### src/rtl/weight_loader_pkg.sv
// Shared types and default sizing for the weight loader slice.
// The optional checksum stage is built only when WEIGHT_LOADER_CHECKSUM_EN is defined.
package weight_loader_pkg;

    typedef enum logic [1:0] {
        ST_IDLE  = 2'd0,
        ST_LOAD  = 2'd1,
        ST_CHECK = 2'd2,
        ST_FIN   = 2'd3
    } state_t;

    localparam int DEF_NUM_WEIGHT = 4;
    localparam int DEF_NUM_NEURON = 2;
    localparam int DEF_DATA_WIDTH = 16;
    localparam int DEF_ADDR_WIDTH = 3;

    // Index width that stays at least one bit for single-entry ranges.
    function automatic int idx_width(input int n);
        return (n > 1) ? $clog2(n) : 1;
    endfunction

endpackage

### src/rtl/weight_loader_if.sv
// Weight stream input plus neuron-memory write bus of the weight loader.
// Handshake: a word moves on a rising clk edge where s_valid && s_ready; s_data must be stable while s_valid is high.
interface weight_loader_if #(
    parameter int dataWidth = 16,
    parameter int addrWidth = 3,
    parameter int numNeuron = 2
);
    logic                 s_valid;
    logic [dataWidth-1:0] s_data;
    logic                 s_ready;
    logic [numNeuron-1:0] wen;
    logic [addrWidth-1:0] wadd;
    logic [dataWidth-1:0] win;

    modport master (output s_valid, s_data, input s_ready, wen, wadd, win);
    modport slave  (input s_valid, s_data, output s_ready, wen, wadd, win);
endinterface

### src/rtl/weight_loader_index_counter.sv
// Word/neuron index pair: word wraps at numWeight-1 and carries into the neuron index.
// last flags the final word of the final neuron.
module wl_index_counter
    import weight_loader_pkg::*;
#(
    parameter int numWeight = DEF_NUM_WEIGHT,
    parameter int numNeuron = DEF_NUM_NEURON,
    parameter int addrWidth = DEF_ADDR_WIDTH,
    localparam int NIW = idx_width(numNeuron)
) (
    input  logic                 clk,
    input  logic                 rst_n,
    input  logic                 clr,
    input  logic                 inc,
    output logic [addrWidth-1:0] word_idx,
    output logic [NIW-1:0]       neuron_idx,
    output logic                 last
);
    logic word_last;
    logic neuron_last;

    assign word_last   = (word_idx == addrWidth'(numWeight - 1));
    assign neuron_last = (neuron_idx == NIW'(numNeuron - 1));
    assign last        = word_last && neuron_last;

    always_ff @(posedge clk or negedge rst_n) begin
        if (!rst_n) begin
            word_idx   <= '0;
            neuron_idx <= '0;
        end else if (clr) begin
            word_idx   <= '0;
            neuron_idx <= '0;
        end else if (inc) begin
            if (word_last) begin
                word_idx   <= '0;
                neuron_idx <= neuron_last ? '0 : neuron_idx + 1'b1;
            end else begin
                word_idx <= word_idx + 1'b1;
            end
        end
    end
endmodule

### src/rtl/weight_loader.sv
// Streams numNeuron x numWeight words into one-hot selected neuron memories.
// Define WEIGHT_LOADER_CHECKSUM_EN to add a trailing checksum word and the sticky err flag.
module weight_loader
    import weight_loader_pkg::*;
#(
    parameter int numWeight = DEF_NUM_WEIGHT,
    parameter int numNeuron = DEF_NUM_NEURON,
    parameter int dataWidth = DEF_DATA_WIDTH,
    parameter int addrWidth = DEF_ADDR_WIDTH
) (
    input  logic             clk,
    input  logic             rst_n,
    input  logic             start,
    weight_loader_if.slave   s,
    output logic             busy,
    output logic             done,
    output logic             err,
    output state_t           state_dbg
);
    localparam int NIW = idx_width(numNeuron);

    state_t               state, state_nxt;
    logic                 xfer;
    logic                 ld_xfer;
    logic                 cnt_clr;
    logic                 idle_start;
    logic [addrWidth-1:0] word_idx;
    logic [NIW-1:0]       neuron_idx;
    logic                 last;

    assign s.s_ready  = (state == ST_LOAD) || (state == ST_CHECK);
    assign xfer       = s.s_valid && s.s_ready;
    assign ld_xfer    = xfer && (state == ST_LOAD);
    assign idle_start = (state == ST_IDLE) && start;
    assign cnt_clr    = idle_start || (state == ST_FIN);
    assign busy       = (state != ST_IDLE);
    assign state_dbg  = state;

    wl_index_counter #(
        .numWeight(numWeight),
        .numNeuron(numNeuron),
        .addrWidth(addrWidth)
    ) u_idx (
        .clk       (clk),
        .rst_n     (rst_n),
        .clr       (cnt_clr),
        .inc       (ld_xfer),
        .word_idx  (word_idx),
        .neuron_idx(neuron_idx),
        .last      (last)
    );

    always_ff @(posedge clk or negedge rst_n) begin
        if (!rst_n) state <= ST_IDLE;
        else        state <= state_nxt;
    end

    always_comb begin
        state_nxt = state;
        case (state)
            ST_IDLE:  if (start) state_nxt = ST_LOAD;
`ifdef WEIGHT_LOADER_CHECKSUM_EN
            ST_LOAD:  if (ld_xfer && last) state_nxt = ST_CHECK;
            ST_CHECK: if (xfer) state_nxt = ST_FIN;
`else
            ST_LOAD:  if (ld_xfer && last) state_nxt = ST_FIN;
            ST_CHECK: state_nxt = ST_IDLE;
`endif
            ST_FIN:   state_nxt = ST_IDLE;
            default:  state_nxt = ST_IDLE;
        endcase
    end

    // Write bus lags acceptance by one cycle; done follows the FIN cycle.
    always_ff @(posedge clk or negedge rst_n) begin
        if (!rst_n) begin
            s.wen  <= '0;
            s.wadd <= '0;
            s.win  <= '0;
            done   <= 1'b0;
        end else begin
            s.wen <= ld_xfer ? (numNeuron'(1) << neuron_idx) : '0;
            if (ld_xfer) begin
                s.wadd <= word_idx;
                s.win  <= s.s_data;
            end
            done <= (state == ST_FIN);
        end
    end

`ifdef WEIGHT_LOADER_CHECKSUM_EN
    logic [dataWidth-1:0] sum;
    logic [dataWidth-1:0] ck_word;

    always_ff @(posedge clk or negedge rst_n) begin
        if (!rst_n) begin
            sum     <= '0;
            ck_word <= '0;
            err     <= 1'b0;
        end else begin
            if (idle_start) begin
                sum <= '0;
                err <= 1'b0;
            end else if (ld_xfer) begin
                sum <= sum + s.s_data;
            end
            if (xfer && (state == ST_CHECK)) ck_word <= s.s_data;
            if ((state == ST_FIN) && (sum != ck_word)) err <= 1'b1;
        end
    end
`else
    assign err = 1'b0;
`endif
endmodule

### src/flat_wrapper.sv
// flat-port wrapper written by rule: the top's interface ports become plain ports
module weight_loader_flat import weight_loader_pkg::*;
#(
    parameter int numWeight = DEF_NUM_WEIGHT,
    parameter int numNeuron = DEF_NUM_NEURON,
    parameter int dataWidth = DEF_DATA_WIDTH,
    parameter int addrWidth = DEF_ADDR_WIDTH
)
  (clk, rst_n, start, busy, done, err, state_dbg, s_s_valid, s_s_data, s_s_ready, s_wen, s_wadd, s_win);
  weight_loader_if #(.dataWidth(dataWidth), .addrWidth(addrWidth), .numNeuron(numNeuron)) s_i ();
  input  logic clk;
  input  logic rst_n;
  input  logic start;
  output logic busy;
  output logic done;
  output logic err;
  output state_t state_dbg;
  input wire logic [$bits(s_i.s_valid)-1:0] s_s_valid;
  input wire logic [$bits(s_i.s_data)-1:0] s_s_data;
  output wire logic [$bits(s_i.s_ready)-1:0] s_s_ready;
  output wire logic [$bits(s_i.wen)-1:0] s_wen;
  output wire logic [$bits(s_i.wadd)-1:0] s_wadd;
  output wire logic [$bits(s_i.win)-1:0] s_win;
  assign s_i.s_valid = s_s_valid;
  assign s_i.s_data = s_s_data;
  assign s_s_ready = s_i.s_ready;
  assign s_wen = s_i.wen;
  assign s_wadd = s_i.wadd;
  assign s_win = s_i.win;
  weight_loader #(.numWeight(numWeight), .numNeuron(numNeuron), .dataWidth(dataWidth), .addrWidth(addrWidth)) u_core (.clk(clk), .rst_n(rst_n), .start(start), .s(s_i), .busy(busy), .done(done), .err(err), .state_dbg(state_dbg));
endmodule
### config.mk
export PLATFORM = sky130hd
export DESIGN_NAME = weight_loader_flat
export DESIGN_NICKNAME = d
export VERILOG_FILES = /design/src/rtl/weight_loader_pkg.sv /design/src/rtl/weight_loader_if.sv /design/src/rtl/weight_loader_index_counter.sv /design/src/rtl/weight_loader.sv /design/src/flat_wrapper.sv
export SDC_FILE = /design/constraint.sdc
export NUM_CORES = 1
export LEC_CHECK = 0
export CELL_PAD_IN_SITES_DETAIL_PLACEMENT = 0
export CELL_PAD_IN_SITES_GLOBAL_PLACEMENT = 1
export CORE_ASPECT_RATIO = 1.2
export CORE_UTILIZATION = 34
export CTS_CLUSTER_DIAMETER = 50
export CTS_CLUSTER_SIZE = 10
export DETAILED_ROUTE_END_ITERATION = 7
export PLACE_DENSITY_LB_ADDON = 0.1
export SLEW_MARGIN = 20
export SYNTH_ARGS = -nofsm -noshare
export SYNTH_HDL_FRONTEND = slang
export SYNTH_HIERARCHICAL = 1
export SYNTH_SLANG_ARGS = --single-unit
### constraint.sdc
create_clock -name clk -period 2.2 [get_ports clk]
set_clock_uncertainty 0.05 [all_clocks]
set_input_delay 0.55 -clock clk [delete_from_list [all_inputs] [get_ports clk]]
set_output_delay 0.55 -clock clk [all_outputs]
set_load 0.005 [all_outputs]
Word-level counts from Yosys, hierarchy flattened
Cells that the tools add are included.
{ "totals": {"reg_bits": 28, "in_bits": 20, "word_cells": 41} }
{ "op_classes": {"addsub": 2, "n_eq_ne": 6, "n_shift": 1, "mux": 11, "n_reduce_logical": 14} }
{ "ops": {"columns": ["operator", "n"], "rows": [
  ["3-bit 2-to-1 mux", 3],
  ["2-bit 2-to-1 mux", 3],
  ["2-bit one-hot mux with 3 select lines", 1],
  ["2-bit nonzero test", 3],
  ["1-bit logical AND", 5],
  ["2-bit == test (second input constant)", 2],
  ["1-bit 2-to-1 mux", 4],
  ["2-bit inequality test (second input constant)", 2],
  ["2-bit AND reduction", 2],
  ["3-bit by 1-bit adder with 3-bit output (second input constant)", 1],
  ["3-bit by 2-bit == test with 1-bit output (second input constant)", 1],
  ["2-bit by 1-bit == test with 1-bit output (second input constant)", 1],
  ["2-bit zero test", 1],
  ["1-bit logical OR", 2],
  ["2-bit OR reduction", 1],
  ["1-bit by 1-bit left shift with 2-bit output (first input constant)", 1],
  ["1-bit adder (second input constant)", 1]
]} }

Logic depth before layout (Yosys ltp)
Gate-level depths: netlist of run 1.
{ "logic_depth": {"depth_word": 7, "ltp_mapped": 8} }

Hierarchy
The synthesis of run 1 kept the hierarchy.
{ "modules_own_cells": {"columns": ["module", "instances", "cells_each", "area_each_um2", "seq_area_each_um2"], "rows": [
  ["weight_loader", 1, 65, 1044.8, 600.6],
  ["wl_index_counter", 1, 17, 188.9, 100.1]
]} }

Least setup slack after synthesis of run 1
OpenSTA, ideal clock, no wires.
{ "synth_path": {"kind": "flip-flop to flip-flop", "startpoint": "register u_core.state[1] (netlist: u_core/state_dbg[1])", "endpoint": "register u_core.u_idx.word_idx[0]", "arrival_time_ns": 1.480, "t_required_ns": 2.077, "setup_slack_ns": 0.597, "path_stages_with_launch": 9, "period_less_slack_ns": 1.603, "cell_sequence": "dfrtp_1 -> inv_1 -> ha_1 -> nand2_2 -> buf_6 -> inv_1 -> inv_2 -> a211o_1 -> a21oi_2"} }
{ "synth_between": {"elab_chain_len": 5} }
{ "synth_rtl": {"columns": ["element", "line", "text"], "rows": [
  ["start, declared", "weight_loader.sv:22", "state_t state, state_nxt;"],
  ["start signal, assigned", "weight_loader.sv:55", "else state <= state_nxt;"],
  ["2-bit by 1-bit == test with 1-bit output or 2-bit == test (tied branches)", "weight_loader.sv:31, weight_loader.sv:33", null],
  ["1-bit logical OR", "weight_loader.sv:31", "assign s.s_ready = (state == ST_LOAD) || (state == ST_CHECK);"],
  ["1-bit logical AND", "weight_loader.sv:32", "assign xfer = s.s_valid && s.s_ready;"],
  ["1-bit logical AND *", "weight_loader.sv:33", "assign ld_xfer = xfer && (state == ST_LOAD);"],
  ["net u_core.ld_xfer", "weight_loader.sv:24", "logic ld_xfer;"],
  ["2-bit nonzero test (no line) *", null, null],
  ["end signal, assigned", "weight_loader_index_counter.sv:38", "word_idx <= word_idx + 1'b1;"],
  ["end, declared", "weight_loader_index_counter.sv:15", "output logic [addrWidth-1:0] word_idx,"]
]} }
Mark *: on every way through the listed nets, which the timed path passes. The rest lies on a longest branch.
A chain may end at the register's enable or synchronous reset.

Final worst setup path of run 1
{ "layout_path": {"startpoint": "register u_core.state[0] (netlist: u_core/state_dbg[0])", "endpoint": "output busy"} }
{ "layout_between": {"elab_chain_len": 1} }
{ "layout_rtl": {"columns": ["element", "line", "text"], "rows": [
  ["2-bit nonzero test", "weight_loader.sv:36", "assign busy = (state != ST_IDLE);"],
  ["end, declared", "flat_wrapper.sv:14", "output logic busy;"]
]} }
Every way passes these cells.

==> results.md, run 1 <==
* Outcome: finished with violations
* Failing checks: design-rule violations
* Cell variety after synth at 26
* Rows at 23
* Gr usage total at around an eighth
* Clock transition at path regs at about 0.090 ns
* CTS Buf Count at 3
* Setup TNS at 0 ns
* Worst R2R Path Depth at 7
* Vias at 764
* Root Buffer Master: clkbuf_8
* Mean post-synth cell area at 15.0 sq um
* Worst EP arrival at between 1 and 1.5 ns
* Post-Route WL at ~2200 um
* Synthesized flop and latch total at 28
* Share of post-route cells with drive strength above 1 at between 20% and 30%
* Setup ws final at between 0.1 and 0.15 ns
* Final Max Slew Viols at 0
* CP Class: flop to primary output
* Worst Path Required at ~1.6 ns
* Final-report hold violation count at 0
* Nets at approximately 160
* Skew-Pair Late Insertion Delay at 0.26 ns
* Fin area at between 1500 and 2000 sq um
* First-pass GRT wire length at around 3500 um
* Flop-to-flop setup slack at about 0.63 ns
* Initial core utilization at a little over a third
* Setup crit start kind: flop
* Final setup vio count at 0
* Vias per cell at ~4.5
* Ys flop type: dfrtp_1
* Routed length per instance at around 13 um
* Sequential area share after synthesis at a little under three fifths
* Synthesized area at 1230 sq um
* Overflow after GRT at 0
* Cell count after placement at about 160
* Initial antenna violation count at 0
* Clk sinks at 28
* Die X at ~57 um
* Place WS at about 0.34 ns
* DR iter-0 viols at slightly above 70
* Minimum clock period at just over 2 ns
* Post-DP Area at 1730 sq um
* CTS tree: yes
* Critical Path Sink: busy
* Max Clk Rate at 481 MHz
* Synth warnings at 6
* Min-Delay Path Class: flop to flop
* Fin cells at approximately 170
* Lkg Pwr at ~0.86 nW
* Die H at slightly below 70 um
* Port Buffer Count at between 40 and 50
* Vias in the first global route at between 700 and 800
* Core area at about 3400 sq um
* Unrepaired setup endpoints after global routing: no
* Reg2reg start: u_core/state_dbg[1]
* Drt drc at 12
* Die footprint at roughly 3900 sq um
* FF-to-FF End: u_core/u_idx/word_idx[0]
* Crit path max fanout at 4
* CTS max path bufs at 2
* Max-cap violations at 0
* H-tree level count at 1
* Routed Antenna Nets at 0
* Power Dens Cells at about 1200 nW/um^2
* EDFF count, synth at 0
* ANT cells at 0
* Worst Setup End Kind: primary output
* Worst Setup SP: u_core/state_dbg[0]
* Post-synth ARST share at between 90% and 100%
* P&R area growth vs syn at 45.5%
* Final GP Congestion at about 0.74
* DP HPWL at approximately 1600 um
* First-pass iteration count of the detailed router at 6
* Max VDD drop at ~0.00056 V
* Top-Level Pins at 47
* Mapped Cells at approximately 80
* Syn Nets at ~110
* Largest net degree at the start of global routing at 29
* Tcrit/Tclk final at between 90% and 100%
-- state kept, by name (all words and copies together), names as in the netlist --
| register | flops |
|---|---|
| u_core/u_idx/neuron_idx | 1 |
| u_core/s.win | 16 |
| u_core/done | 1 |
| u_core/state_dbg | 2 |
| u_core/s.wen | 2 |
| u_core/s.wadd | 3 |
| u_core/u_idx/word_idx | 3 |
-- metal layers --
| layer | up-vias | part of all wire [%] | global-route usage, % |
|---|---|---|---|
| met5 | - | 0 | 0 |
| met4 | 0 | 1.0 | 7.32 |
| met3 | 2 | 7.4 | 3.40 |
| met2 | 31 | 46 | 17.9 |
| met1 | 359 | 45 | 16.0 |
| li1 | 372 | - | - |
-- Yosys cell counts (2+ instances only) --
cell type  number  share of area, %
dfrtp_1        28                57
nand2_1         2              0.61
nor2_1          3              0.91
mux2_4         18                22
ha_1            5               5.1
buf_6           2               1.8
inv_1           5               1.5
-- final cells by class --
class	instances	area, sq um
Timing Repair Buffer	48	488
Inverter	6	22.5
Tap cell	37	46.3
Sequential cell	28	701
Multi-Input combinational cell	45	483
Fill cell	309	1600
Clock buffer	4	55.1
-- worst min-delay path by stage --
stage                            start              end  slack [ns]  cells after the start
2_1_floorplan                    rst_n      u_core/done        0.20                      0
3_3_place_gp           u_core/s.win[1]  u_core/s.win[1]        0.44                      1
3_5_place_dp   u_core/u_idx/neuron_idx  u_core/s.wen[0]        0.44                      1
4_1_cts        u_core/u_idx/neuron_idx  u_core/s.wen[0]        0.45                      1
5_1_grt                u_core/s.win[1]  u_core/s.win[1]        0.47                      1
6_report       u_core/u_idx/neuron_idx  u_core/s.wen[0]        0.44                      1
-- power by group --
part	switching [W]	total (W)	internal, W
registers	0.000123	0.000846	0.000723
logic	0.000310	0.00102	0.000714
clock network	0.000145	0.000305	0.000160
total	0.000578	0.00217	0.00160
-- per-stage QoR --
step	power (W)	utilization (%)	hold slack [ns]
floorplan	0.00135	-	0.204
CTS	0.00220	52.5	0.451
global route	0.00233	52.9	0.473
finish	0.00217	52.9	0.444
detailed placement	0.00188	50.9	0.442
global placement	0.00186	50.9	0.436
-- worst max-delay path: stages (launching register included) --
cell and delay [ns]:
dfrtp_1 0.40, inv_1 0.08, ha_2 0.19, inv_1 0.05
clkdlybuf4s50_1 0.49
-- placed cells by master (no fill, tap or decap), drive strengths merged, types with 2 or more instances in the layout --
cell	instances
clkdlybuf4s50	44
dfrtp	28
mux2	19
inv	6
ha	5
clkbuf	4
nor2	3
buf	3
nand2	3
and3	2
a21oi	2
-- kinds of logic after synthesis --
family / after synthesis / synth area share, %
other cells: 1 / 0.304
flops: 28 / 56.8
mux: 20 / 23.6
xor+xnor: 1 / 0.710
simple gates: 10 / 4.26
compound gates: 8 / 4.97
fa+ha+maj: 5 / 5.07
buf+inv: 9 / 4.26
-- repair_timing --
| item | CTS | global route |
|---|---|---|
| endpoints found under the hold margin | 0 | 0 |
| endpoints found under the setup margin | 0 | 2 |
| setup buffers | 0 | 1 |
| hold buffers | 0 | 0 |
| resized for setup | 0 | 3 |
(Power assumes the default switching activity.)
==> inputs of run 2 (changes only) <==
CTS_CLUSTER_DIAMETER = not set   (was 50)
==> results of run 2 <==
Final layout, timing and power as in run 1 (identical DEF).
